File: src/rtl/fp_from_int.sv
// Sequential int-to-float converter: capture, one log-shifter stage per cycle,
// round-to-nearest-even, then hold the packed result until the consumer takes it.
module fp_from_int #(
  parameter int LOG_BIT = 5,
  parameter int EXP_BIT = 8,
  parameter int N_BIT   = 1 << LOG_BIT,
  parameter int MAN_BIT = N_BIT - EXP_BIT - 1,
  parameter int BIAS    = (1 << (EXP_BIT - 1)) - 1
) (
  input  logic             clk,
  input  logic             rst_n,
  input  logic             in_valid,
  output logic             in_ready,
  input  logic [N_BIT-1:0] in_int,
  input  logic             in_signed,
  output logic             out_valid,
  input  logic             out_ready,
  output logic [N_BIT-1:0] out,
  output logic             out_inexact
);

  localparam int EW   = EXP_BIT + 1;
  localparam int GPOS = N_BIT - 2 - MAN_BIT;
  // Sticky covers every bit below the guard; empty when the guard is bit 0.
  localparam logic [N_BIT-1:0] ST_MASK = {N_BIT{1'b1}} >> (N_BIT - GPOS);
  localparam logic [EW-1:0]    EXP_MAX = {1'b0, {EXP_BIT{1'b1}}};
  localparam logic [EW-1:0]    EXP_INI = EW'(BIAS + N_BIT - 1);

  localparam logic [1:0] IDLE  = 2'd0;
  localparam logic [1:0] NORM  = 2'd1;
  localparam logic [1:0] ROUND = 2'd2;
  localparam logic [1:0] DONE  = 2'd3;

  typedef struct packed {
    logic             sign;
    logic             zero;
    logic [EW-1:0]    expo;
    logic [N_BIT-1:0] mag;
  } op_t;

  logic [1:0]         state;
  logic [LOG_BIT-1:0] step;
  op_t                op, cap;

  logic [LOG_BIT:0]   s;
  logic [N_BIT-1:0]   top_mask, norm_mag;
  logic [EW-1:0]      norm_exp, exp_fin;
  logic               hit;
  logic [MAN_BIT-1:0] frac;
  logic [MAN_BIT:0]   fsum;
  logic               g, st, rnd_up;
  logic [N_BIT-1:0]   pack;
  logic               pack_inx;

  assign in_ready  = (state == IDLE);
  assign out_valid = (state == DONE);

  always_comb begin
    cap.sign = in_signed & in_int[N_BIT-1];
    cap.mag  = cap.sign ? (~in_int + 1'b1) : in_int;
    cap.zero = (in_int == '0);
    cap.expo = EXP_INI;
  end

  // Shift left by s when the top s bits are all zero.
  always_comb begin
    s        = (LOG_BIT+1)'(1) << step;
    top_mask = ~({N_BIT{1'b1}} >> s);
    hit      = |(op.mag & top_mask);
    norm_mag = hit ? op.mag  : (op.mag << s);
    norm_exp = hit ? op.expo : (op.expo - EW'(s));
  end

  always_comb begin
    frac     = op.mag[N_BIT-2 -: MAN_BIT];
    g        = op.mag[GPOS];
    st       = |(op.mag & ST_MASK);
    rnd_up   = g & (frac[0] | st);
    fsum     = {1'b0, frac} + {{MAN_BIT{1'b0}}, rnd_up};
    exp_fin  = op.expo + EW'(fsum[MAN_BIT]);
    pack     = {op.sign, exp_fin[EXP_BIT-1:0], fsum[MAN_BIT-1:0]};
    pack_inx = g | st;
    if (op.zero) begin
      pack     = '0;
      pack_inx = 1'b0;
    end else if (exp_fin >= EXP_MAX) begin
      pack     = {op.sign, {EXP_BIT{1'b1}}, {MAN_BIT{1'b0}}};
      pack_inx = 1'b1;
    end
  end

  always_ff @(posedge clk or negedge rst_n) begin
    if (!rst_n) begin
      state       <= IDLE;
      step        <= '0;
      op          <= '0;
      out         <= '0;
      out_inexact <= 1'b0;
    end else begin
      case (state)
        IDLE: if (in_valid) begin
          op    <= cap;
          step  <= LOG_BIT'(LOG_BIT - 1);
          state <= NORM;
        end
        NORM: begin
          op.mag  <= norm_mag;
          op.expo <= norm_exp;
          if (step == '0) state <= ROUND;
          else            step  <= step - LOG_BIT'(1);
        end
        ROUND: begin
          out         <= pack;
          out_inexact <= pack_inx;
          state       <= DONE;
        end
        default: if (out_ready) state <= IDLE;
      endcase
    end
  end

endmodule

File: config.mk
export PLATFORM = sky130hd
export DESIGN_NAME = fp_from_int
export DESIGN_NICKNAME = d
export VERILOG_FILES = /design/src/rtl/fp_from_int.sv
export SDC_FILE = /design/constraint.sdc
export NUM_CORES = 1
export LEC_CHECK = 0
export ABC_AREA = 1
export CAP_MARGIN = 20
export CORE_MARGIN = 1
export CORE_UTILIZATION = 26
export CTS_BUF_LIST = sky130_fd_sc_hd__clkbuf_16
export CTS_CLUSTER_DIAMETER = 60
export DETAILED_ROUTE_END_ITERATION = 7
export PLACE_DENSITY = 0.41
export SLEW_MARGIN = 5
export SYNTH_ARGS = -nofsm -noshare
export SYNTH_HDL_FRONTEND = slang
export SYNTH_SLANG_ARGS = --single-unit
File: constraint.sdc
create_clock -name clk -period 3.1 [get_ports clk]
set_input_delay 0.31 -clock clk [delete_from_list [all_inputs] [get_ports clk]]
set_output_delay 0.31 -clock clk [all_outputs]
set_load 0.05 [all_outputs]
== Word-level counts from Yosys, hierarchy flattened ==
Index checks and enable logic that the tools add are counted.
W data, S select, Z words.

* Bits in registers: 83
* Bits of input ports: 37
* Logic and storage cells: 58

* Add/subtract/negate cells: 5
* Magnitude comparators: 1
* Equal/unequal tests: 7
* Shift operators: 3
* Mux-type cells: 16
* Bitwise operators: 7
* Reduce and logical (&&, ||, !) cells: 11

{| class="wikitable"
|+ Operator list
! operator !! count
|-
| $mux W32 || 3
|-
| $pmux W41 S2 || 1
|-
| $not A32 Y32 || 2
|-
| $mux W41 || 1
|-
| $add A32 B1 Y32 const B || 1
|-
| $and A32 B32 Y32 || 1
|-
| $logic_not A32 Y1 || 1
|-
| $reduce_or A32 Y1 || 1
|-
| $shl A32 B6 Y32 || 1
|-
| $shr A32 B6 Y32 const A || 1
|-
| $mux W31 || 1
|-
| $add A23 B1 Y24 || 1
|-
| $mux W5 || 2
|-
| $pmux W5 S2 || 1
|-
| $add A9 B1 Y9 || 1
|-
| $ge A9 B8 Y1 const B || 1
|-
| $mux W9 || 1
|-
| $reduce_and A3 Y1 || 3
|-
| $sub A9 B6 Y9 || 1
|-
| $ne A2 B2 Y1 const B || 4
|-
| $reduce_or A7 Y1 || 1
|-
| $mux W2 || 3
|-
| $pmux W2 S3 || 1
|-
| $shl A1 B5 Y6 const A || 1
|-
| 11 further kinds || 15
|}

== Longest topological paths before layout ==
* Word-level depth: 8
* Gate-level depth with buffers: 22
* Gate-level depth less buffers: 20

== Least setup slack after synthesis ==
Ideal clock, no wire load.

* Path kind: reg-to-reg
* From: reg op (netlist bit frac[2])
* To: reg out[20]
* Setup time: 0.066 ns
* Arrival time: 3.183 ns
* Required time: 3.034 ns
* Slack: -0.149 ns
* Stages on the path, launching flop included: 20
* Path buffers: 1
* Cell sequence: dfrtp_1 > inv_1 > nor3_2 > nand4_1 > nor2_1 > nand4_1 > nor2_1 > nand2_1 > nor4_1 > ha_1 > nand3_2 > nor2_2 > nand3_2 > nor3b_4 > xor2_2 > nand2_4 > nor2_8 > buf_8 > nand3_2 > nand2_1

* Longest elaborated chain between the ends: 5

{| class="wikitable"
|+ Ends and longest elaborated chain
! item !! RTL line !! RTL
|-
| start, declared || 43 || <nowiki>op_t op, cap;</nowiki>
|-
| start signal, assigned || 102 || <nowiki>op <= cap;</nowiki>
|-
| $add A23 B1 Y24 (*) || 79 || <nowiki>fsum = {1'b0, frac} + {{MAN_BIT{1'b0}}, rnd_up};</nowiki>
|-
| $add A9 B1 Y9 || 80 || <nowiki>exp_fin = op.expo + EW'(fsum[MAN_BIT]);</nowiki>
|-
| $ge A9 B8 Y1 || 86 || <nowiki>end else if (exp_fin >= EXP_MAX) begin</nowiki>
|-
| $mux W31 (*) || 86 ||
|-
| $mux W32 (*) || 83 || <nowiki>if (op.zero) begin</nowiki>
|-
| end signal, assigned || 113 || <nowiki>out <= pack;</nowiki>
|-
| end, declared || 18 || <nowiki>output logic [N_BIT-1:0] out,</nowiki>
|}

Mark *: on every way between the ends. The rest lies on a longest branch, timed or not.
A chain may end at the register's enable or synchronous reset.

== Worst setup path in the final report ==
* From: reg op (netlist bit g)
* To: reg out[18]

* Longest elaborated chain between the ends: 6

{| class="wikitable"
|+ Ends and longest elaborated chain
! item !! RTL line !! RTL
|-
| $and A1 B1 Y1 (*) || 78 || <nowiki>rnd_up = g & (frac[0] | st);</nowiki>
|-
| $add A23 B1 Y24 (*) || 79 ||
|-
| $add A9 B1 Y9 || 80 ||
|-
| $ge A9 B8 Y1 || 86 ||
|-
| $mux W31 (*) || 86 ||
|-
| $mux W32 (*) || 83 ||
|}

Marks and branches as above.

==> results_dict.tcl <==
set metrics [dict create \
    status "finished, violations left" \
    violations "negative setup slack" \
    grt_use_total_pct 20.4 \
    wl_met3_mm 1.17 \
    finalMaxSlewViolations 0 \
    ios 72 \
    start_util_pct 26.7 \
    crit_path_cell_trace "nand2_2 -> nor3_4 -> nand4_1 -> nor2_2 -> nand4_1 -> nor2_2 -> nand2_2 -> nor4_4 -> buf_6 -> ha_4 -> nand3_4 -> nor2_4 -> nand3_4 -> nor3b_4 -> xor2_2 -> nand2_4 -> nor2_4 -> nand3_2 -> nand2_1" \
    cts_root_buf "clkbuf_16" \
    cts_tree "done" \
    critPathRequiredTime_ns 3.38 \
    dpl.hpwl_mm 22.4 \
    yosys_warnings 0 \
    tns_ns -1.93 \
    ys_seq_elements 83 \
    setup_viol 28 \
    diodes 0 \
    crit_path_end_kind "flip-flop" \
    cp_slowest_cell "dfrtp_1" \
    synthesis.area_mm2 0.00748 \
    p_per_area_mw_per_mm2 1090 \
    synthCells 1224 \
    grt_max_degree 44 \
    io_buffers 71 \
    crit_start "g" \
    min_path_type "reg2reg" \
    clockBufferDepth 2 \
    grt-ovfl-total 0 \
    dieHeight_um 172 \
    layout-drive-gt1-share_pct 13.8 \
    nNetsFinal 1416 \
    drcViolationCount 0 \
    synth_edf_count 0 \
    finClkSkew_ns 0.00948 \
    synth_cell_type_count 48 \
    yosys-top-cells-area "dfrtp_1, nand2_1, nand3_1" \
    startpoint_type "flip-flop" \
    seq_area_frac_synth_pct 27.8 \
    max_freq_mhz 311 \
    vdd_drop_max_v 0.000294 \
    core_mm2 0.0280 \
    netlist.area_leader.share_pct 27.8 \
    n_fill_cell 3151 \
    drt-total-wl_mm 28.8 \
    p_leak_nw 4.69 \
    worst_slack_ns -0.115 \
    arrival_ns 3.50 \
    slew_headroom_pct 48.7 \
    crit_family "simple AND/OR/NAND/NOR gates" \
    antenna_found_initial 0 \
    hold_viol 0 \
    critPathMaxFanout 7 \
    cts_sinks 83 \
    cap_violations 0 \
    path_class "reg2reg" \
    worst_pin_slew_ns 0.760 \
    yosysTopAreaCell "dfrtp_1" \
    die_area_mm2 0.0295 \
    ant_nets 0 \
    clk_pin_slew_ns 0.06 \
    cts_buffers 9 \
    wl_per_cell_um 16.5 \
    num_rows 61 \
    insertion_delay_ns 0.35 \
    final_cell_mix "nand2_1, nand3_1, inv_1" \
    fin_crit_sh_pct 104 \
    fin_crit_ns 3.22 \
    grt_pass1_wl_mm 45.8 \
    grt_pass1_vias 8155 \
    worstHoldStart "out[23]" \
    rsz0062_at_grt "true" \
    fin_util_pct 34.7 \
    h-tree-depth 3 \
    r2r-start "g" \
    gp_congestion 0.883 \
    dr_wl_met2_mm 12.9 \
    drtIter0Drc 527 \
    postSynthAreaPerCell_um2 6.11 \
    slowest_delay_ns 0.36 \
    wl_met1_mm 14.1 \
    drtPass1Iterations 5 \
    layout_commonest_cell "nand2_1" \
    crit_buf_inv 1 \
    synthArstFlopShare_pct 100 \
    die_w_um 172 \
    syn2layout_area_growth_pct 30.0 \
    vias 8351 \
    vias_per_cell 4.79 \
    highest_layer "met4" \
    syn_nets 1278 \
    synth_flop_cell "dfrtp_1" \
]
-- per-layer routing --
| layer | vias to the layer above | track usage [%] |
|---|---|---|
| met1 | 3820 | 29.0 |
| met5 | - | 0 |
| met3 | 29 | 1.84 |
| met4 | 0 | 5.82 |
| li1 | 4274 | - |
| met2 | 228 | 32.5 |
-- cell families (layout without fill, tap and decap cells) --
family	count (synthesis)	in the layout	synth area share [%]
compound gates	149	149	10.9
xor+xnor	23	23	2.79
fa+ha+maj	17	17	2.94
buf+inv	162	303	9.15
flops	83	83	27.8
simple gates	790	791	46.4
-- metrics by stage --
stage	setup slack (ns)	power [W]	std cells	area [um^2]	hold slack, ns
after floorplan	0.0110	0.00686	1224	7500	0.0144
after global placement	-0.0165	0.00930	1695	9000	0.339
after detailed placement	-0.173	0.00930	1695	9000	0.343
after CTS	-0.0733	0.0106	1743	9610	0.484
after global routing	-0.355	0.0116	1744	9720	0.498
final	-0.115	0.0106	1744	9720	0.476
-- worst min-delay path, delay by kind of cell (launching register included) --
kind             cells  cell delay (ns)
DFF                  1             0.34
and+or+nand+nor      2             0.10
-- timing repair --
item,in CTS,in global routing
pin swaps,5,15
endpoints found under the setup margin,32,32
hold buffers,1,0
endpoints found under the hold margin,40,0
cloned,0,1
gates resized for setup,17,25
setup buffers,33,2
-- sequential cells by signal (all words and copies together) (netlist names) --
signal	cells
out	32
step	5
out_inexact	1
op	19
state	2
g	1
frac	23
-- path summary, 6_finish.rpt --
kind                       endpoint  slack, ns  cells past startpoint
max in group asynchronous  frac[12]       1.96                      3
max                         out[18]      -0.12                     19
max reg2reg                 out[18]      -0.12                     19
min                         out[23]       0.48                      2
min in group asynchronous   out[28]       0.49                      2
min reg2reg                 out[23]       0.48                      2
-- where the power goes --
| group | leakage, nW | internal, W | switching [W] |
|---|---|---|---|
| registers | 1.04 | 0.00159 | 0.000421 |
| logic | 3.49 | 0.00244 | 0.00501 |
| clock network | 0.156 | 0.000698 | 0.000477 |
-- cell usage after synthesis, types with 5 or more instances --
master / instances
nor3_1: 17
nor2_2: 9
inv_1: 102
buf_2: 19
dfrtp_1: 83
nand3_1: 161
inv_2: 6
nand3_2: 8
o211ai_1: 12
nand4_1: 34
ha_1: 16
buf_4: 5
o21ai_1: 23
nor2_1: 72
a21oi_1: 24
nand2_1: 463
xor2_1: 18
o21ai_0: 75
clkbuf_1: 20
or2_2: 6
-- final cells by class --
cell class                      count  area (um^2)  area share (%)
Clock buffer                        9          225            2.32
Clock inverter                      6         82.6           0.849
Inverter                          111          417            4.28
Multi-Input combinational cell    980         4900            50.4
Sequential cell                    83         2080            21.4
Tap cell                          378          473            4.86
Timing Repair Buffer              177         1550            16.0
Power figures use the tool's default switching activity.
